--- config.mk ---
export PLATFORM = sky130hd
export DESIGN_NAME = nibble_tx
export DESIGN_NICKNAME = d
export VERILOG_FILES = /design/src/rtl/nibble_link_pkg.sv /design/src/rtl/nibble_tx.sv
export SDC_FILE = /design/constraint.sdc
export NUM_CORES = 1
export LEC_CHECK = 0
export CAP_MARGIN = 20
export CORE_MARGIN = 2
export CORE_UTILIZATION = 56
export DETAILED_ROUTE_END_ITERATION = 12
export PLACE_DENSITY_LB_ADDON = 0.25
export SYNTH_ARGS = -nofsm -noshare
export SYNTH_HDL_FRONTEND = slang
export SYNTH_SLANG_ARGS = --single-unit
--- constraint.sdc ---
create_clock -name clk -period 7.1 [get_ports clk]
set_input_delay 2.13 -clock clk [delete_from_list [all_inputs] [get_ports clk]]
set_output_delay 2.13 -clock clk [all_outputs]
set_load 0.005 [all_outputs]
--- src/rtl/nibble_link_pkg.sv ---
// Shared definitions for the 4-bit load-strobe link: FSM encoding and default widths.
package nibble_link_pkg;

  localparam int unsigned NIB_W_DEFAULT = 4;
  localparam int unsigned GAP_CNT_W     = 4;
  localparam int unsigned GAP_MAX       = (1 << GAP_CNT_W) - 1;

  typedef enum logic [1:0] {
    ST_IDLE = 2'd0,
    ST_BEAT = 2'd1,
    ST_GAP  = 2'd2
  } state_t;

endpackage : nibble_link_pkg

--- src/rtl/nibble_tx.sv ---
// Transmit side of the nibble load-strobe link: accepts a word over valid/ready and
// serializes it into NIB_W-bit beats, each qualified by a one-cycle control strobe.
module nibble_tx
  import nibble_link_pkg::*;
#(
  parameter int unsigned WORD_W    = 32,
  parameter int unsigned NIB_W     = NIB_W_DEFAULT,
  parameter int unsigned GAP       = 0,
  parameter bit          MSB_FIRST = 1'b1
) (
  input  logic              clk,
  input  logic              rst_n,
  input  logic [WORD_W-1:0] word_in,
  input  logic              word_valid,
  output logic              word_ready,
  output logic [NIB_W-1:0]  out,
  output logic              control,
  output logic              busy,
  output logic              done
);

  localparam int unsigned BEATS = WORD_W / NIB_W;
  localparam int unsigned CNT_W = (BEATS > 1) ? $clog2(BEATS) : 1;

  if ((WORD_W % NIB_W) != 0 || BEATS == 0) begin : g_bad_width
    $error("nibble_tx: WORD_W must be a non-zero multiple of NIB_W");
  end
  if (GAP > GAP_MAX) begin : g_bad_gap
    $error("nibble_tx: GAP out of range");
  end

  state_t                r_state,      w_state_nxt;
  logic [WORD_W-1:0]     r_shift,      w_shift_nxt;
  logic [NIB_W-1:0]      r_out,        w_out_nxt;
  logic                  r_control,    w_control_nxt;
  logic                  r_busy,       w_busy_nxt;
  logic                  r_done,       w_done_nxt;
  logic                  r_word_ready, w_word_ready_nxt;
  logic [CNT_W-1:0]      r_beat_cnt,   w_beat_cnt_nxt;
  logic [GAP_CNT_W-1:0]  r_gap_cnt,    w_gap_cnt_nxt;

  // Head beat of the incoming word / of the remaining shift contents, and what remains after it.
  logic [NIB_W-1:0]  w_head_in, w_head_sh;
  logic [WORD_W-1:0] w_rest_in, w_rest_sh;

  if (MSB_FIRST) begin : g_msb
    assign w_head_in = word_in[WORD_W-1 -: NIB_W];
    assign w_head_sh = r_shift[WORD_W-1 -: NIB_W];
    assign w_rest_in = word_in << NIB_W;
    assign w_rest_sh = r_shift << NIB_W;
  end else begin : g_lsb
    assign w_head_in = word_in[NIB_W-1:0];
    assign w_head_sh = r_shift[NIB_W-1:0];
    assign w_rest_in = word_in >> NIB_W;
    assign w_rest_sh = r_shift >> NIB_W;
  end

  // State and datapath registers.
  always_ff @(posedge clk or negedge rst_n) begin
    if (!rst_n) begin
      r_state      <= ST_IDLE;
      r_shift      <= '0;
      r_out        <= '0;
      r_control    <= 1'b0;
      r_busy       <= 1'b0;
      r_done       <= 1'b0;
      r_word_ready <= 1'b1;
      r_beat_cnt   <= '0;
      r_gap_cnt    <= '0;
    end else begin
      r_state      <= w_state_nxt;
      r_shift      <= w_shift_nxt;
      r_out        <= w_out_nxt;
      r_control    <= w_control_nxt;
      r_busy       <= w_busy_nxt;
      r_done       <= w_done_nxt;
      r_word_ready <= w_word_ready_nxt;
      r_beat_cnt   <= w_beat_cnt_nxt;
      r_gap_cnt    <= w_gap_cnt_nxt;
    end
  end

  // Next-state and next-output logic; control and done are single-cycle by default.
  always_comb begin
    w_state_nxt    = r_state;
    w_shift_nxt    = r_shift;
    w_out_nxt      = r_out;
    w_control_nxt  = 1'b0;
    w_busy_nxt     = r_busy;
    w_done_nxt     = 1'b0;
    w_beat_cnt_nxt = r_beat_cnt;
    w_gap_cnt_nxt  = r_gap_cnt;

    unique case (r_state)
      ST_IDLE: begin
        if (word_valid && r_word_ready) begin
          w_shift_nxt    = w_rest_in;
          w_out_nxt      = w_head_in;
          w_control_nxt  = 1'b1;
          w_busy_nxt     = 1'b1;
          w_beat_cnt_nxt = CNT_W'(BEATS - 1);
          w_state_nxt    = ST_BEAT;
        end
      end
      ST_BEAT: begin
        if (r_beat_cnt == '0) begin
          w_busy_nxt  = 1'b0;
          w_done_nxt  = 1'b1;
          w_state_nxt = ST_IDLE;
        end else if (GAP == 0) begin
          w_shift_nxt    = w_rest_sh;
          w_out_nxt      = w_head_sh;
          w_control_nxt  = 1'b1;
          w_beat_cnt_nxt = r_beat_cnt - CNT_W'(1);
        end else begin
          w_gap_cnt_nxt = GAP_CNT_W'(GAP - 1);
          w_state_nxt   = ST_GAP;
        end
      end
      ST_GAP: begin
        if (r_gap_cnt == '0) begin
          w_shift_nxt    = w_rest_sh;
          w_out_nxt      = w_head_sh;
          w_control_nxt  = 1'b1;
          w_beat_cnt_nxt = r_beat_cnt - CNT_W'(1);
          w_state_nxt    = ST_BEAT;
        end else begin
          w_gap_cnt_nxt = r_gap_cnt - GAP_CNT_W'(1);
        end
      end
      default: begin
        w_state_nxt = ST_IDLE;
      end
    endcase

    w_word_ready_nxt = (w_state_nxt == ST_IDLE);
  end

  assign word_ready = r_word_ready;
  assign out        = r_out;
  assign control    = r_control;
  assign busy       = r_busy;
  assign done       = r_done;

endmodule : nibble_tx

==> impl_metrics.tcl, run 1 <==
set metrics [dict create \
    clock_latency_ns 0.30 \
    clkTransAtPathRegs_ns 0.08 \
    gp_congestion 0.833 \
    synth_warnings 0 \
    combPwrFrac_pct 47.8 \
    slew_headroom_pct 57.6 \
    p_int_mw 0.825 \
    end_kind "register" \
    portBuffers 42 \
    dp_hpwl_um 3150 \
    ios 43 \
    wire_per_inst_um 17.3 \
    clock-sinks 45 \
    worstMarginPinSlew_ns 0.630 \
    critPathBufInv 2 \
    fillers 271 \
    drv_slew 0 \
    cp.arrival_ns 4.17 \
    viasPerCell 5.47 \
    cts_root_buf "clkbuf_8" \
    layout_commonest_cell "dfrtp_1" \
    swShare_pct 29.7 \
    syn_area_um2 2430 \
    crit_type "input port to register" \
    hold_viol 0 \
    fin_crit_sh_pct 56.2 \
    rsz0062_at_grt "no" \
    clock-skew-final_ns 0.00771 \
    grt_antenna_before_repair 0 \
    max_freq_ghz 0.250 \
    cts_tree "built" \
    period_minus_slack_ns 3.99 \
    cp_cell_sequence "clkdlybuf4s50_1 -> a21boi_0 -> a2111oi_4 -> buf_4 -> mux2_2" \
    ys_types 31 \
    multi_input_area_um2 1200 \
    report.power.total_mw 1.17 \
    cts_max_path_buffers 2 \
    vdd_drop_max_uv 181 \
    hold_path_class "register to register" \
    cts_resized 0 \
    fp.dieH_um 69.8 \
    drt_iter0_markers 105 \
    grt_use_total_pct 20.5 \
    fin_nets 258 \
    cts_made_buffers 5 \
    drc 0 \
    final_cell_mix "dfrtp_1, clkdlybuf4s50_1, mux2_2" \
    placed_area_um2 2850 \
    drv_cap 0 \
    synth.avg_cell_area_um2 14.0 \
    p_per_area_nw_per_um2 395 \
    postSynthCellCount 173 \
    seqPwrFrac_pct 37.2 \
    drtAntennaViolNets 0 \
    grt_pass1_wl_um 7850 \
    register_area_um2 1130 \
    initial_utilization_pct 59.4 \
    setup_viol 0 \
    ctsHoldBuffers 0 \
    htree_levels 2 \
    path_delay_family "buffers and inverters" \
    cp.required_ns 7.28 \
    grt_overflow 0 \
    drive_above_1_share_pct 36.1 \
    power_frac_clock_pct 14.9 \
    switchingPower_mw 0.349 \
    rows 23 \
    vias 1455 \
    cts_setup_buffers 0 \
    yosysSeqAreaShare_pct 46.4 \
    startpoint_type "input port" \
    hold_ws_ns 0.510 \
    critPathMaxStageDelay_ns 0.54 \
    p_leak_nw 1.36 \
    grt_pass1_vias 1563 \
    synth_seq_cells 45 \
    dieArea_um2 4880 \
    fp.coreArea_um2 4090 \
    grt_max_degree 46 \
    worst_path_max_delay_cell "buf_4" \
    fin_area_um2 2970 \
    wl_um 4610 \
    die_width_um 69.8 \
    cp_max_fo 34 \
    area_growth_pct 22.5 \
    synth_nets 216 \
    final.setup.tns_ns 0 \
    status "finished clean" \
    dr.pass1.iters 4 \
    diodes 0 \
]
-- cells in the mapped netlist --
| master | number | area share [%] |
|---|---|---|
| xnor2_1 | 2 | 0.72 |
| or2b_1 | 1 | 0.31 |
| a221oi_1 | 1 | 0.36 |
| inv_1 | 8 | 1.2 |
| or3b_1 | 1 | 0.36 |
| o21ai_0 | 1 | 0.21 |
| clkbuf_1 | 6 | 0.93 |
| a211oi_1 | 2 | 0.62 |
| dfrtp_1 | 44 | 45 |
| and3_1 | 1 | 0.26 |
| nor3_1 | 3 | 0.62 |
| nand2b_1 | 2 | 0.52 |
| a2111oi_4 | 1 | 1.1 |
| dfstp_2 | 1 | 1.1 |
| buf_6 | 4 | 1.9 |
| nor2b_1 | 4 | 1.0 |
| nand3_1 | 2 | 0.41 |
| nand2_1 | 6 | 0.93 |
| nor3b_1 | 1 | 0.31 |
| ha_1 | 8 | 4.1 |
| o2bb2ai_1 | 1 | 0.36 |
| mux2_4 | 30 | 19 |
| mux2_2 | 32 | 15 |
| a21boi_0 | 1 | 0.31 |
| mux2i_1 | 2 | 0.82 |
| o32a_1 | 1 | 0.41 |
| nor2_1 | 2 | 0.31 |
| a211o_2 | 1 | 0.41 |
| and4bb_2 | 1 | 0.52 |
| and3b_1 | 1 | 0.36 |
| a2111oi_0 | 2 | 0.72 |
-- power by group through the flow --
stage | clock network [mW] | registers, mW | logic [mW]
final | 0.175 | 0.437 | 0.562
after global routing | 0.190 | 0.452 | 0.604
after CTS | 0.179 | 0.437 | 0.567
after detailed placement | 0 | 0.440 | 0.562
after global placement | 0 | 0.432 | 0.540
after floorplan | 0 | 0.419 | 0.459
-- kinds of logic (layout without fill, tap and decap cells) --
kind of cell,count (synthesis),in the layout,synth area share [%]
AND/OR/NAND/NOR,25,25,5.93
multiplexers,64,64,34.2
AO/OA/AOI/OAI,11,11,4.54
adder cells (fa/ha/maj),8,8,4.12
XOR/XNOR,2,2,0.722
buffers and inverters,18,61,4.02
flip-flops,45,45,46.4
-- final cells by class --
cell class,count,share of cell area (%)
Clock buffer,7,3.24
Clock inverter,1,0.168
Inverter,8,1.01
Multi-Input combinational cell,110,40.4
Sequential cell,45,37.9
Tap cell,50,2.10
Timing Repair Buffer,45,15.1
-- metrics by stage --
stage	cells	setup slack, ns	utilization (%)
after CTS	265	3.14	72.3
after global routing	266	3.03	72.8
final	266	3.11	72.8
after floorplan	173	3.57	-
after global placement	257	2.87	69.8
after detailed placement	257	2.83	69.8
-- path summary, 6_finish.rpt --
| check | startpoint | to | slack [ns] | cells past startpoint |
|---|---|---|---|---|
| min in group asynchronous | rst_n | control$_DFF_PN0_ | 1.64 | 1 |
| worst max-delay path | word_valid | r_shift[11]$_DFFE_PN0P_ | 3.11 | 5 |
| max in group asynchronous | rst_n | word_ready$_DFF_PN1_ | 4.95 | 2 |
| worst max register to register | r_gap_cnt[0]$_DFFE_PN0P_ | r_shift[11]$_DFFE_PN0P_ | 4.48 | 6 |
| worst min-delay path | r_gap_cnt[0]$_DFFE_PN0P_ | r_gap_cnt[0]$_DFFE_PN0P_ | 0.51 | 1 |
| worst min register to register | r_gap_cnt[0]$_DFFE_PN0P_ | r_gap_cnt[0]$_DFFE_PN0P_ | 0.51 | 1 |
-- state kept, by name, summed over array words and instances (netlist names) --
register    cells
control         1
r_shift        28
r_gap_cnt       4
word_ready      1
r_state         2
done            1
r_beat_cnt      3
busy            1
out             4
-- worst reg2reg max path, stage by stage, from the launching register on --
cell	delay, ns
dfrtp_1	0.41
inv_1	0.07
ha_1	0.18
or3b_1	0.49
a2111oi_4	0.39
buf_4	0.54
mux2_2	0.43
-- metal layers --
| metal | routed length [um] | GRT usage (%) | vias to the layer above |
|---|---|---|---|
| met4 | 36 | 5.77 | 0 |
| met2 | 2290 | 34.0 | 38 |
| li1 | - | - | 695 |
| met3 | 196 | 5.23 | 4 |
| met1 | 2080 | 26.7 | 718 |
| met5 | 0 | 0 | - |
(Power assumes the default switching activity.)
==> run 2: changes to the inputs <==
CORE_UTILIZATION = 52   (was 56)
clock period = 3.92 ns   (was 7.1 ns; I/O delays follow)
==> impl_metrics.tcl, run 2 (synthesis gave the netlist of run 1 again) <==
set metrics [dict create \
    cts_max_path_buffers 2 \
    cts_resized 0 \
    regMostFlops "r_shift" \
    drt_iter0_markers 27 \
    grt_pass1_vias 1603 \
    cp.required_ns 4.10 \
    hold_viol 0 \
    die_width_um 72.3 \
    worstReg2RegEnd "r_shift[17]$_DFFE_PN0P_" \
    endpoint "r_shift[20]$_DFFE_PN0P_" \
    max_freq_ghz 0.346 \
    htree_levels 2 \
    p_leak_nw 1.38 \
    clock-skew-final_ns 0.00433 \
    drv_cap 0 \
    diodes 0 \
    cts_tree "built" \
    cts_root_buf "clkbuf_8" \
    wire_per_inst_um 15.8 \
    final_cells 269 \
    viasPerCell 5.32 \
    grt_max_degree 46 \
    cts_setup_buffers 0 \
    fin_crit_sh_pct 73.7 \
    final_cell_mix "dfrtp_1, clkdlybuf4s50_1, mux2_2" \
    end_kind "register" \
    grt_pass1_wl_um 7290 \
    clock-sinks 45 \
    period_minus_slack_ns 2.89 \
    gp_congestion 0.791 \
    grt_use_total_pct 17.9 \
    dieArea_um2 5230 \
    cts_made_buffers 5 \
    hold_path_class "register to register" \
    final.setup.tns_ns 0 \
    vdd_drop_max_uv 387 \
    status "finished clean" \
    ctsHoldBuffers 0 \
    crit_type "input port to register" \
    setup_viol 0 \
    drtAntennaViolNets 0 \
    fp.coreArea_um2 4410 \
    layout_commonest_cell "dfrtp_1" \
    slew_headroom_pct 40.2 \
    fp.dieH_um 72.3 \
    largest_reg_flops 28 \
    dp_hpwl_um 3070 \
    worstMarginPinSlew_ns 0.898 \
    vias 1431 \
    grt_overflow 0 \
    ios 43 \
    dpl.cell_count 260 \
    drv_slew 0 \
    p_per_area_nw_per_um2 737 \
    rsz0062_at_grt "no" \
    ff2ff_path_depth 5 \
    rows 24 \
    clkTransAtPathRegs_ns 0.08 \
    cp_max_fo 22 \
    fin_nets 259 \
    drive_above_1_share_pct 36.4 \
    wl_um 4250 \
    dr.pass1.iters 3 \
    cp.arrival_ns 3.07 \
    clock_latency_ns 0.29 \
    crit_start "word_valid" \
    portBuffers 42 \
    startpoint_type "input port" \
    grt_antenna_before_repair 0 \
    worstReg2RegStart "r_state[0]$_DFF_PN0_" \
    initial_utilization_pct 55.0 \
    area_growth_pct 24.3 \
    drc 0 \
    reg2reg_slack_ns 1.45 \
]
==> run 2: changes by cell type in the layout (fill, tap and decap cells not counted), sizes merged <==
cell and delta:
bufinv +2, clkbuf -2, buf +1
==> run 2: stage by stage <==
stage	util, %	setup slack, ns	cell area, um2	power [mW]	hold WS [ns]
5_1_grt	68.3	0.969	3020	2.35	0.524
4_1_cts	67.9	1.04	3000	2.24	0.515
2_1_floorplan	-	1.34	2430	1.59	0.466
6_report	68.3	1.03	3020	2.22	0.509
3_5_place_dp	64.9	0.727	2860	1.82	0.492
3_3_place_gp	64.9	0.792	2860	1.78	0.483
==> run 2: critical path, cell delays in order <==
cell and delay [ns]:
clkdlybuf4s50_1 0.49, a21boi_0 0.22, a2111oi_4 0.40, buf_4 0.43
mux2_4 0.34
==> run 2: cell type report <==
| class | instances | area [um2] |
|---|---|---|
| multi-input combinational | 110 | 1200 |
| fill | 321 | 1400 |
| clock buffer | 5 | 68.8 |
| clock inverter | 3 | 65.1 |
| tap | 52 | 65.1 |
| sequential | 45 | 1130 |
| inverter | 8 | 30.0 |
| timing repair buffer | 46 | 458 |
==> run 2: how the worst min path moves through the flow <==
stage,start,to,slack [ns],depth (start not counted)
2_1_floorplan,r_gap_cnt[3]$_DFFE_PN0P_,r_gap_cnt[3]$_DFFE_PN0P_,0.47,1
4_1_cts,r_shift[11]$_DFFE_PN0P_,r_shift[11]$_DFFE_PN0P_,0.52,1
6_report,r_shift[11]$_DFFE_PN0P_,r_shift[11]$_DFFE_PN0P_,0.51,1
5_1_grt,r_shift[11]$_DFFE_PN0P_,r_shift[11]$_DFFE_PN0P_,0.52,1
3_5_place_dp,r_shift[26]$_DFFE_PN0P_,r_shift[26]$_DFFE_PN0P_,0.49,1
3_3_place_gp,r_gap_cnt[3]$_DFFE_PN0P_,r_gap_cnt[3]$_DFFE_PN0P_,0.48,1
==> run 2: power breakdown <==
group | total (mW) | internal (mW) | switching, mW | leakage, nW
Clock | 0.409 | 0.253 | 0.156 | 0.0681
Sequential | 0.787 | 0.671 | 0.116 | 0.535
Combinational | 1.03 | 0.672 | 0.354 | 0.780
==> run 2: per-layer routing <==
metal	wire length, um	vias to the layer above	global-route usage, %	part of all wire, %
met3	145	2	5.42	3.4
met2	2210	24	31.3	52
met5	0	-	0	0
li1	-	695	-	-
met1	1880	710	21.6	44
met4	19	0	4.40	0.45
==> run 3: changes to the inputs <==
CORE_UTILIZATION = 47   (was 52)
clock period = 2.55 ns   (was 3.92 ns; I/O delays follow)
==> impl_metrics.tcl, run 3 (synthesis gave the netlist of run 1 again) <==
set metrics [dict create \
    status "finished clean" \
    combPwrFrac_pct 49.1 \
    swShare_pct 29.4 \
    power_frac_clock_pct 13.4 \
    grt_pass1_vias 1474 \
    wl_um 4360 \
    setup_viol 0 \
    wire_per_inst_um 15.1 \
    cts_root_buf "clkbuf_8" \
    hold_path_class "input port to asynchronous set/reset pin" \
    clkTransAtPathRegs_ns 0.08 \
    clock_latency_ns 0.29 \
    critPathMaxStageDelay_ns 0.49 \
    p_per_area_nw_per_um2 1080 \
    fillers 390 \
    viasPerCell 5.13 \
    worstReg2RegStart "r_gap_cnt[0]$_DFFE_PN0P_" \
    switchingPower_mw 0.956 \
    rsz0062_at_grt "no" \
    seqPwrFrac_pct 37.4 \
    drc 0 \
    ios 43 \
    grt_pass1_wl_um 7180 \
    cts_resized 0 \
    setup_ws_ns 0.232 \
    grt_max_degree 37 \
    cts_made_buffers 5 \
    dieArea_um2 5760 \
    hold_viol 0 \
    diodes 0 \
    layout_commonest_cell "dfrtp_1" \
    grt_overflow 0 \
    dr.pass1.iters 4 \
    worst_path_max_delay_cell "clkdlybuf4s50_1" \
    fp.coreArea_um2 5040 \
    report.power.total_mw 3.26 \
    cts_max_path_buffers 2 \
    vias 1482 \
    clock-sinks 45 \
    register_area_um2 1130 \
    final_cell_mix "dfrtp_1, clkdlybuf4s50_1, mux2_2" \
    vdd_drop_max_uv 547 \
    fp.dieH_um 75.9 \
    cp_cell_sequence "clkdlybuf4s50_1 -> a21boi_0 -> a2111oi_4 -> buf_4 -> mux2_2" \
    worstMarginPinSlew_ns 0.463 \
    path_delay_family "buffers and inverters" \
    rows 26 \
    end_kind "register" \
    final.setup.tns_ns 0 \
    initial_utilization_pct 48.1 \
    die_width_um 75.9 \
    fin_nets 262 \
    drtAntennaViolNets 0 \
    post-route-util_pct 59.8 \
    area_growth_pct 24.2 \
    cp_max_fo 9 \
    cp.arrival_ns 2.49 \
    p_int_mw 2.30 \
    cts_setup_buffers 0 \
    fin_crit_sh_pct 90.9 \
    startpoint_type "input port" \
    cp.required_ns 2.73 \
    period_minus_slack_ns 2.32 \
    portBuffers 42 \
    crit_type "input port to register" \
    drv_cap 0 \
    hold_ws_ns 0.374 \
    crit_start "word_valid" \
    pre_cts_slack_ns -0.0628 \
    regMostFlops "r_shift" \
    ctsHoldBuffers 0 \
    drv_slew 0 \
    drt_iter0_markers 31 \
    clock-skew-final_ns 0.00857 \
    cts_tree "built" \
    grt_use_total_pct 17.0 \
    critPathBufInv 2 \
    drive_above_1_share_pct 36.5 \
    gp_congestion 0.863 \
    max_freq_ghz 0.431 \
    p_leak_nw 1.37 \
    multi_input_area_um2 1200 \
    largest_reg_flops 28 \
    slew_headroom_pct 68.8 \
    dp_hpwl_um 3230 \
    htree_levels 2 \
    grt_antenna_before_repair 0 \
]
run 3: final cells by class:
class | count | area share (%)
clock buffers | 7 | 2.86
multi-input cells | 110 | 39.9
flip-flops and latches | 45 | 37.4
well taps | 70 | 2.91
repair buffers | 49 | 15.9
inverters | 8 | 0.996
run 3: power groups by stage:
stage / clock network, mW / logic [mW] / registers (mW)
3_5_place_dp: 0 / 1.61 / 1.23
6_report: 0.438 / 1.60 / 1.22
4_1_cts: 0.453 / 1.62 / 1.22
3_3_place_gp: 0 / 1.55 / 1.21
2_1_floorplan: 0 / 1.28 / 1.17
5_1_grt: 0.477 / 1.73 / 1.26
run 3: final timing paths:
path	endpoint	slack (ns)	cells after the start
worst max-delay path	r_shift[10]$_DFFE_PN0P_	0.23	5
worst min-delay path	busy$_DFFE_PN0P_	0.37	1
worst max register to register	r_shift[10]$_DFFE_PN0P_	0.29	6
worst min register to register	r_gap_cnt[3]$_DFFE_PN0P_	0.50	1
max in group asynchronous	word_ready$_DFF_PN1_	1.57	2
min in group clk	r_gap_cnt[3]$_DFFE_PN0P_	0.50	1
run 3: metrics by stage:
stage	area [um2]	std cells
floorplan	2430	173
global placement	2930	282
detailed placement	2930	282
CTS	3010	289
global route	3010	289
finish	3010	289
run 3: per-layer routing:
metal	share of wire (%)	vias up	track usage (%)
li1	-	696	-
met1	43	748	21.9
met2	52	31	28.3
met3	3.6	7	3.17
met4	1.4	0	6.43
met5	0	-	0
